==> src/rtl/ps2_move_decoder.sv <==
// PS/2 keyboard frame receiver that turns arrow-key makes into one-hot move
// requests (valid/ready) and tracks the 's' key as a held start level.
module ps2_move_decoder #(
  parameter int TIMEOUT_CYCLES = 50000
) (
  input  logic       clock,
  input  logic       resetn,
  input  logic       ps2_clk,
  input  logic       ps2_dat,
  output logic [3:0] direction,
  output logic       move_valid,
  input  logic       move_ready,
  output logic       start,
  output logic       frame_err,
  output logic [1:0] fsm_state
);

  // Handshake: direction is held stable while move_valid=1; a move transfers on
  // any rising edge with move_valid=1 and move_ready=1. A move decoded while a
  // transfer happens replaces it; one decoded while stalled is dropped.

  localparam int CW = $clog2(TIMEOUT_CYCLES + 1);

  typedef enum logic [1:0] {
    IDLE  = 2'd0,
    RECV  = 2'd1,
    CHECK = 2'd2
  } state_t;

  state_t          state, state_next;
  logic            clk_s1, clk_s2, clk_prev;
  logic            dat_s1, dat_s2;
  logic [3:0]      bit_cnt;
  logic [9:0]      frame;
  logic [CW-1:0]   idle_cnt;
  logic            ext, brk;
  logic [3:0]      held_dir;
  logic            held_s;
  logic            fall, timeout, byte_ok, accept, is_prefix, err_next;
  logic [7:0]      code;
  logic [3:0]      key_dir;
  logic            key_s;
  logic            new_move;

  assign fall      = clk_prev & ~clk_s2;
  assign code      = frame[7:0];
  // frame[8] is parity, frame[9] is stop; odd parity over data+parity
  assign byte_ok   = (^frame[8:0]) & frame[9];
  assign timeout   = (idle_cnt == CW'(TIMEOUT_CYCLES));
  assign accept    = (state == CHECK) && byte_ok;
  assign is_prefix = (code == 8'hE0) || (code == 8'hF0);
  assign new_move  = accept && !is_prefix && !brk && (key_dir != 4'b0) &&
                     ((held_dir & key_dir) == 4'b0);
  assign start     = held_s;
  assign fsm_state = state;

  always_ff @(posedge clock) begin
    if (!resetn) begin
      clk_s1   <= 1'b1;
      clk_s2   <= 1'b1;
      clk_prev <= 1'b1;
      dat_s1   <= 1'b1;
      dat_s2   <= 1'b1;
    end else begin
      clk_s1   <= ps2_clk;
      clk_s2   <= clk_s1;
      clk_prev <= clk_s2;
      dat_s1   <= ps2_dat;
      dat_s2   <= dat_s1;
    end
  end

  always_ff @(posedge clock) begin
    if (!resetn) begin
      state     <= IDLE;
      frame_err <= 1'b0;
    end else begin
      state     <= state_next;
      frame_err <= err_next;
    end
  end

  always_comb begin
    state_next = state;
    err_next   = 1'b0;
    case (state)
      IDLE:  if (fall && !dat_s2) state_next = RECV;
      RECV: begin
        if (timeout) begin
          state_next = IDLE;
          err_next   = 1'b1;
        end else if (fall && bit_cnt == 4'd9) begin
          state_next = CHECK;
        end
      end
      CHECK: begin
        state_next = IDLE;
        err_next   = !byte_ok;
      end
      default: state_next = IDLE;
    endcase
  end

  always_ff @(posedge clock) begin
    if (!resetn) begin
      bit_cnt  <= 4'd0;
      frame    <= 10'd0;
      idle_cnt <= '0;
    end else if (state == RECV) begin
      if (fall) begin
        frame[bit_cnt] <= dat_s2;
        bit_cnt        <= bit_cnt + 4'd1;
        idle_cnt       <= '0;
      end else if (!timeout) begin
        idle_cnt <= idle_cnt + CW'(1);
      end
    end else begin
      bit_cnt  <= 4'd0;
      idle_cnt <= '0;
    end
  end

  // Arrows only exist behind the E0 prefix; 's' only without it
  always_comb begin
    key_dir = 4'b0000;
    key_s   = 1'b0;
    if (ext) begin
      case (code)
        8'h75:   key_dir = 4'b1000;
        8'h72:   key_dir = 4'b0100;
        8'h6B:   key_dir = 4'b0010;
        8'h74:   key_dir = 4'b0001;
        default: key_dir = 4'b0000;
      endcase
    end else begin
      key_s = (code == 8'h1B);
    end
  end

  always_ff @(posedge clock) begin
    if (!resetn) begin
      ext      <= 1'b0;
      brk      <= 1'b0;
      held_dir <= 4'b0;
      held_s   <= 1'b0;
    end else if (state == RECV && timeout) begin
      ext <= 1'b0;
      brk <= 1'b0;
    end else if (accept) begin
      if (code == 8'hE0) begin
        ext <= 1'b1;
      end else if (code == 8'hF0) begin
        brk <= 1'b1;
      end else begin
        ext <= 1'b0;
        brk <= 1'b0;
        if (brk) begin
          held_dir <= held_dir & ~key_dir;
          held_s   <= held_s & ~key_s;
        end else begin
          held_dir <= held_dir | key_dir;
          held_s   <= held_s | key_s;
        end
      end
    end
  end

  always_ff @(posedge clock) begin
    if (!resetn) begin
      direction  <= 4'b0;
      move_valid <= 1'b0;
    end else if (new_move && (!move_valid || move_ready)) begin
      direction  <= key_dir;
      move_valid <= 1'b1;
    end else if (move_valid && move_ready) begin
      direction  <= 4'b0;
      move_valid <= 1'b0;
    end
  end

endmodule

==> config.mk <==
export PLATFORM = sky130hd
export DESIGN_NAME = ps2_move_decoder
export DESIGN_NICKNAME = d
export VERILOG_FILES = /design/src/rtl/ps2_move_decoder.sv
export SDC_FILE = /design/constraint.sdc
export NUM_CORES = 1
export LEC_CHECK = 0
export ABC_CLOCK_PERIOD_IN_PS = 2500
export BUFFER_PORTS_ARGS = -buffer_cell sky130_fd_sc_hd__buf_4
export CAP_MARGIN = 20
export CORE_UTILIZATION = 42
export DETAILED_ROUTE_END_ITERATION = 7
export GPL_TIMING_DRIVEN = 0
export SETUP_SLACK_MARGIN = 0.02
export SLEW_MARGIN = 25
export SYNTH_ARGS = -nofsm -noshare
export SYNTH_HDL_FRONTEND = slang
export SYNTH_SLANG_ARGS = --single-unit
==> constraint.sdc <==
create_clock -name clock -period 2.5 [get_ports clock]
set_input_delay 0.125 -clock clock [delete_from_list [all_inputs] [get_ports clock]]
set_output_delay 0.125 -clock clock [all_outputs]
set_load 0.02 [all_outputs]
* Word level (Yosys, flattened, before mapping)
Cells that the tools add are included.
** Storage, ports and cells
- Register bits after elaboration :: 50
- Logic and storage cells :: 101
- Input bits :: 5
** Operators by class
- Mux-type cells :: 21
- Add/sub/neg operators :: 2
- $lt $le $gt $ge :: 2
- Reduce and logical (&&, ||, !) cells :: 31
- Eq/ne operators :: 14
- Bitwise gates (word level) :: 15
** Operators by type and width (count)
- $eq A8 B7 Y1 const B :: 4
- $add A16 B1 Y16 const B :: 1
- $eq A16 B16 Y1 const B :: 1
- $eq A8 B8 Y1 const B :: 2
- $mux W4 :: 4
- $pmux W4 S4 :: 1
- $logic_and A1 B1 Y1 :: 11
- $bwmux W10 :: 1
- $reduce_and A2 Y1 :: 5
- $mux W1 :: 9
- $reduce_xor A9 Y1 :: 1
- $and A4 B4 Y4 :: 2
- $eq A8 B5 Y1 const B :: 1
- $not A1 Y1 :: 7
- $mux W2 :: 3
- $logic_not A1 Y1 :: 5
- $lt A4 B5 Y1 const B :: 1
- $add A4 B1 Y4 const B :: 1
- $demux W1 S4 :: 1
- $eq A4 B4 Y1 const B :: 1
- $ge A4 B1 Y1 const B :: 1
- $logic_not A4 Y1 :: 1
- $ne A2 B2 Y1 const B :: 2
- $not A4 Y4 :: 1
- other kinds (15) :: 18

* Longest topological paths before layout
Gate-level depths: netlist of the first run.
- Word-level depth :: 9
- Mapped depth :: 8
- Mapped depth without buffers :: 7

* Least setup slack after synthesis of the first run
OpenSTA, ideal clock, no wires.
- Path kind :: flip-flop to flip-flop
- Start :: register frame[2]
- End :: register direction[1]
- Arrival time :: 2103 ps
- Library setup time :: 75 ps
- Period minus slack after synthesis :: 2177 ps
- Path slack :: 323 ps
- Stages on the path, launching flop included :: 8
- Path through :: dfxtp_1 -> inv_1 -> ha_1 -> xnor3_1 -> nor4_2 -> nor2_2 -> or3_1 -> o22ai_1
** On the way
- Longest elaborated chain between the ends :: 9
** RTL lines
- from (decl) :: line 34 : logic [9:0] frame;
- from (signal, indexed assignment) :: line 111 : frame[bit_cnt] <= dat_s2;
- parallel branches: the longest is 9 deep, another holds $eq A8 B7 Y1
- to (signal assigned) :: line 173 : direction <= key_dir;
- to (decl) :: line 10 : output logic [3:0] direction,
Several ways; the timed one is not identified.
A chain may end at the register's enable or synchronous reset.

* Worst setup path in the final report of the first run
Same ends and word-level chain as after synthesis.

==> run metrics, run 1 <==
reg2reg setup slack 0.23 ns; vias in the first global route 1,827; Setup Skew 0.009981 ns; critical-path cell list inv_1 > ha_1 > xnor3_1 > nor4_4 > nor2_4 > or3_1 > o22ai_1; Setup CP Type flop to flop; WL final 5160 um; #FFs+latches synth 50; hold wc startpoint move_ready; largest net degree at the start of global routing 15; H-tree level count 2; Routed WL per cell 13.00 um; R2R depth 7; max-cap violations 0; routed vias/inst 5.234; min cycle time layout 2.272 ns; Overflow after GRT 0; Tcrit/Tclk final 90.90%; Setup-failing EPs final 0; CTS tree yes; Core ar. 0.006026 mm^2; Worst slew margin 53.44%; Buf/Inv on CP 1; Hold/Removal Path Class input pin to flop; maximum vdd drop 0.2242 mV; Die H 81.60 um; clk_lat worst skew 0.30 ns; final net count 349; Critical R2R Launch frame[2]; clk sink count 50; status finished clean; Yosys warning count 0; post-synthesis sequential area ratio 37.61%; cts bufs inserted 5; post-synthesis cell area 0.002661 mm^2; port bufs 13; CP max stage delay 0.44 ns; Pwr Total 0.001388 W; WP data arrival 2.51 ns; Placed Cells incl. Taps 388; die area 0.006659 mm^2; Worst Hold Path EP move_valid; Die Wd 81.60 um; via count 2,078; initial core utilization 44.17%; Remaining DRCs 0; area share of the largest cell type after synthesis 37.61%; RSZ-0062 raised after global routing no; GRT Total Usage 17.09%; synth-to-layout area growth 11.99%; final-report hold violation count 0; initial antenna violation count 0; share of cells above drive strength 1 9.006%; Post-Syn Nets 327; Crit. End Element flop; worst path required time 2.73 ns; antenna diode count 0; Final Slew Violations 0; slowest stage cell, crit path xnor3_1; Clock transition at path regs 0.09 ns; CP max FO 10; Critical Path Source Type flop; DP Wirelength 3890 um; # rows 28; Avg Synthesized Cell Area 8.871 um^2; PD cells 465.9 mW/mm^2; non-filler cells, final 397; IO Pins 14; R2R Path End direction[1]; synth top area cells dfxtp_1, ha_1, nor2_1, mux2i_1, nand2_1; Setup Buffers After CTS 0; Crit path max-delay family simple AND/OR/NAND/NOR gates; prevailing post-synth register cell dfxtp_1; GP Congestion 0.8036; Synth Instances 300; Tightest Pin Transition 0.6908 ns; first-pass GRT wire length 8631 um; utilization after layout 49.46%; P_leak 1.029 nW; Setup TNS Final 0 ns; Post-synth ARST share 0%; post-synth top area cell dfxtp_1; Clock Root Buffer clkbuf_8; Netlist cell types 51; CTS Buffer Depth 2; WHS Path Cells 3; Final ANT Viol Nets 0; Fmax achieved 440.0 MHz; drt first pass iters 4; violation count after the first detailed-route iteration 129; Post-synth EDFFs 0
==> cell usage in the layout, fill, tap and decap left out, drive strengths merged, types with 2 or more instances in the layout <==
master       count
mux2i           15
xnor2           10
o21a             2
o22ai            2
nand3b           3
dfxtp           50
nand2           25
buf             16
nand3           10
and3             2
nor2            43
and4             6
inv             18
a21oi            8
dlygate4sd3      2
nand4            9
nor3             8
nor4             5
xor2             8
nor2b            4
nand2b          10
o21ai            5
o41ai            2
or3              3
clkbuf          13
ha              22
==> sequential cells by signal (all words and copies together), names as in the netlist, 2 cells and up, named ones only <==
signal / count
fsm_state: 2
frame: 10
bit_cnt: 4
direction: 4
idle_cnt: 16
==> worst min-delay path, delay by kind of cell <==
family          cells  cell delay, ns
simple gates        1            0.12
buf+inv             1            0.10
compound gates      1            0.07
==> synthesized netlist by cell type (all sizes together) (5+ instances only) <==
cell type	instances
a21oi	8
and4	6
clkbuf	7
dfxtp	50
ha	22
inv	18
mux2i	15
nand2	25
nand2b	10
nand3	10
nand4	9
nor2	43
nor3	8
nor4	5
o21ai	5
xnor2	10
xor2	8
==> worst max path at each step <==
| stage | from | to | slack (ns) | cells after the start |
|---|---|---|---|---|
| 4_1_cts | frame[2] | direction[0] | 0.06 | 7 |
| 3_3_place_gp | frame[2] | flop | 0.11 | 7 |
| 5_1_grt | frame[2] | direction[0] | 0.07 | 7 |
| 2_1_floorplan | frame[2] | direction[1] | 0.32 | 7 |
| 3_5_place_dp | frame[2] | flop | 0.07 | 7 |
| 6_report | frame[2] | direction[1] | 0.23 | 7 |
==> power by group <==
| group | leakage, nW | internal (W) | switching (W) |
|---|---|---|---|
| Combinational | 0.588 | 0.0000436 | 0.0000704 |
| Clock | 0.0373 | 0.000193 | 0.000263 |
| Sequential | 0.404 | 0.000809 | 0.0000102 |
| Total | 1.03 | 0.00105 | 0.000343 |
==> metrics by stage <==
step | setup slack [ns] | hold WS (ns) | cell area, um^2
2_1_floorplan | 0.3228 | 0.2265 | 2661
3_3_place_gp | 0.1098 | 0.3068 | 2853
3_5_place_dp | 0.06871 | 0.3142 | 2853
4_1_cts | 0.06054 | 0.1349 | 2959
5_1_grt | 0.07268 | 0.1535 | 2980
6_report | 0.2275 | 0.1540 | 2980
==> per-layer routing <==
metal	up-vias	track usage (%)	share of wire [%]
met5	-	0	0
met4	0	4.737	1.1
li1	1087	-	-
met1	963	24.39	52
met3	6	3.667	3.3
met2	22	25.75	43
==> area by class of cell <==
type | count | area [um^2]
Clock inverter | 1 | 7.507
Clock buffer | 6 | 72.57
Timing Repair Buffer | 15 | 117.6
Multi-Input combinational cell | 222 | 1574
Fill cell | 598 | 3045
Inverter | 18 | 67.56
Buffer | 10 | 46.29
Tap cell | 75 | 93.84
Sequential cell | 50 | 1001
==> cells by family (layout without fill, tap and decap cells) <==
family | Yosys count | in the layout | synth area share [%]
simple gates | 135 | 135 | 27.03
flops | 50 | 50 | 37.61
compound gates | 31 | 31 | 8.322
buf+inv | 28 | 50 | 4.278
fa+ha+maj | 22 | 22 | 10.34
xor+xnor | 19 | 19 | 6.770
mux | 15 | 15 | 5.642
==> repair_timing <==
action                                 4_1_cts  5_1_grt
endpoints found under the hold margin        2        0
hold buffers                                 2        0
pin swaps                                    0        1
setup endpoints to repair                    1        7
resized for setup                            1        3
Note: power is estimated with default switching activity, not from simulation.
==> run 2, diff against run 1 <==
--- a/config.mk
+++ b/config.mk
@@ -8,9 +8,10 @@
 export ABC_CLOCK_PERIOD_IN_PS = 2500
 export BUFFER_PORTS_ARGS = -buffer_cell sky130_fd_sc_hd__buf_4
 export CAP_MARGIN = 20
-export CORE_UTILIZATION = 42
+export CORE_UTILIZATION = 60
 export DETAILED_ROUTE_END_ITERATION = 7
 export GPL_TIMING_DRIVEN = 0
+export PLACE_DENSITY = 0.78
 export SETUP_SLACK_MARGIN = 0.02
 export SLEW_MARGIN = 25
 export SYNTH_ARGS = -nofsm -noshare
==> run 2 against run 1 <==
Routed wire length did not move; clock power increased by 19%; global-route usage increased by 7.5 points; largest cell class unchanged; highest routed layer unchanged.
==> run metrics, run 2 (synthesis results as in run 1) <==
CTS Buffer Depth 2; RSZ-0062 raised after global routing no; Critical R2R Launch frame[2]; Tcrit/Tclk final 95.02%; final-report hold violation count 0; die area 0.004706 mm^2; WHS Path Cells 3; Setup-failing EPs final 0; setup ws final 0.1246 ns; antenna diode count 0; Clk network pwr share 36.6%; Clock Root Buffer clkbuf_8; IO Pins 14; H-tree level count 2; min cycle time layout 2.375 ns; synth-to-layout area growth 11.47%; M1 GR Usage 30.09%; clk sink count 50; maximum vdd drop 0.3615 mV; switch share 23.30%; # rows 23; via count 2,141; P_sw 0.0003441 W; Die H 68.60 um; footprint of the multi-input gates 0.001562 mm^2; Top reg by flops idle_cnt; Worst slew margin 52.46%; reg2reg setup slack 0.12 ns; fin area 0.002967 mm^2; port bufs 13; Setup Buffers After CTS 0; Placement Setup Slack 0.04196 ns; Setup TNS Final 0 ns; GP Congestion 0.8404; Crit. End Element flop; violation count after the first detailed-route iteration 159; routed vias/inst 5.740; Final Slew Violations 0; Clock transition at path regs 0.09 ns; Fillers 338; M2 GR Usage 40.56%; R2R Path End direction[0]; P_leak 1.038 nW; met3 usage 6.250%; most frequent cells in the layout dfxtp_1, nor2_1, nand2_1, ha_1, inv_1; CP max FO 10; Reg power frac 55.5%; commonest non-fill, non-tap cell in the layout dfxtp_1; CTS tree yes; clk_lat worst skew 0.31 ns; Die Wd 68.60 um; Register Area 0.001001 mm^2; max-cap violations 0; worst path required time 2.74 ns; initial antenna violation count 0; cts bufs inserted 5; Setup CP Type flop to flop; Hold/Removal Path Class input pin to flop; Logic pwr share 7.8%; hold wc startpoint move_ready; Fmax achieved 421.0 MHz; Critical Path Source Type flop; DP Wirelength 3836 um; status finished clean; Core ar. 0.004115 mm^2; Remaining DRCs 0; WL final 5160 um; Overflow after GRT 0; biggest regs idle_cnt: 16 flops, frame: 10 flops; Final ANT Viol Nets 0; GR peak layer met2; final net count 349; WP data arrival 2.61 ns; total internal power 0.001133 W; first-pass GRT wire length 8521 um; max FFs per register 16; initial core utilization 64.67%; R2R depth 7; Routed WL per cell 13.83 um; placed instance area 0.002821 mm^2; PD cells 497.7 mW/mm^2; vias in the first global route 1,916; share of cells above drive strength 1 9.288%; Tightest Pin Transition 0.7053 ns; Setup Skew 0.007465 ns; GRT Total Usage 24.63%; Worst Hold Path EP move_valid; drt first pass iters 4; largest net degree at the start of global routing 15
-- run 2: how the worst max path moves through the flow --
stage / from / endpoint / slack, ns / cells past startpoint
floorplan: frame[2] / direction[1] / 0.32 / 7
global placement: frame[2] / flop / 0.09 / 7
detailed placement: frame[2] / flop / 0.04 / 7
CTS: frame[2] / flop / 0.03 / 7
global route: frame[2] / direction[0] / 0.03 / 7
finish: frame[2] / direction[0] / 0.12 / 7
-- run 2: metal layers --
layer,vias up,share of wire (%)
met2,55,47
met3,7,5.1
met4,0,1.6
met5,-,0
li1,1085,-
met1,994,47
-- run 2: what timing repair did --
action,CTS,global route
hold endpoints to repair,2,0
hold buffers,2,0
resized for setup,0,2
setup endpoints to repair,0,4
-- run 2: metrics by stage --
step,utilization [%],hold slack [ns],power [W],instances
final,72.09,0.1370,0.001477,373
after global placement,68.56,0.3105,0.0009477,363
after floorplan,-,0.2265,0.0009124,300
after detailed placement,68.56,0.3135,0.0009504,363
after global routing,72.09,0.1419,0.001531,373
after CTS,71.72,0.1264,0.001489,373
-- run 2: cell type report --
| class | instances | area share (%) |
|---|---|---|
| sequential | 50 | 33.74 |
| inverter | 18 | 2.278 |
| buffer | 10 | 1.561 |
| timing repair buffer | 15 | 3.965 |
| tap | 50 | 2.109 |
| multi-input combinational | 222 | 52.64 |
| clock buffer | 8 | 3.712 |
-- run 2: power groups by stage --
stage / clock, W / sequential, W / combinational [W]
final: 0.000541 / 0.000820 / 0.000116
after global routing: 0.000580 / 0.000821 / 0.000129
after CTS: 0.000553 / 0.000820 / 0.000116
after global placement: 0 / 0.000837 / 0.000111
after floorplan: 0 / 0.000846 / 0.0000668
after detailed placement: 0 / 0.000838 / 0.000112
-- run 2: critical path, cell delays in order, from the launching register on --
cell and delay [ns]:
dfxtp_1 0.37, inv_1 0.08, ha_1 0.31, xnor3_1 0.42, nor4_4 0.35, nor2_2 0.16, or3_1 0.46, o21ai_0 0.16
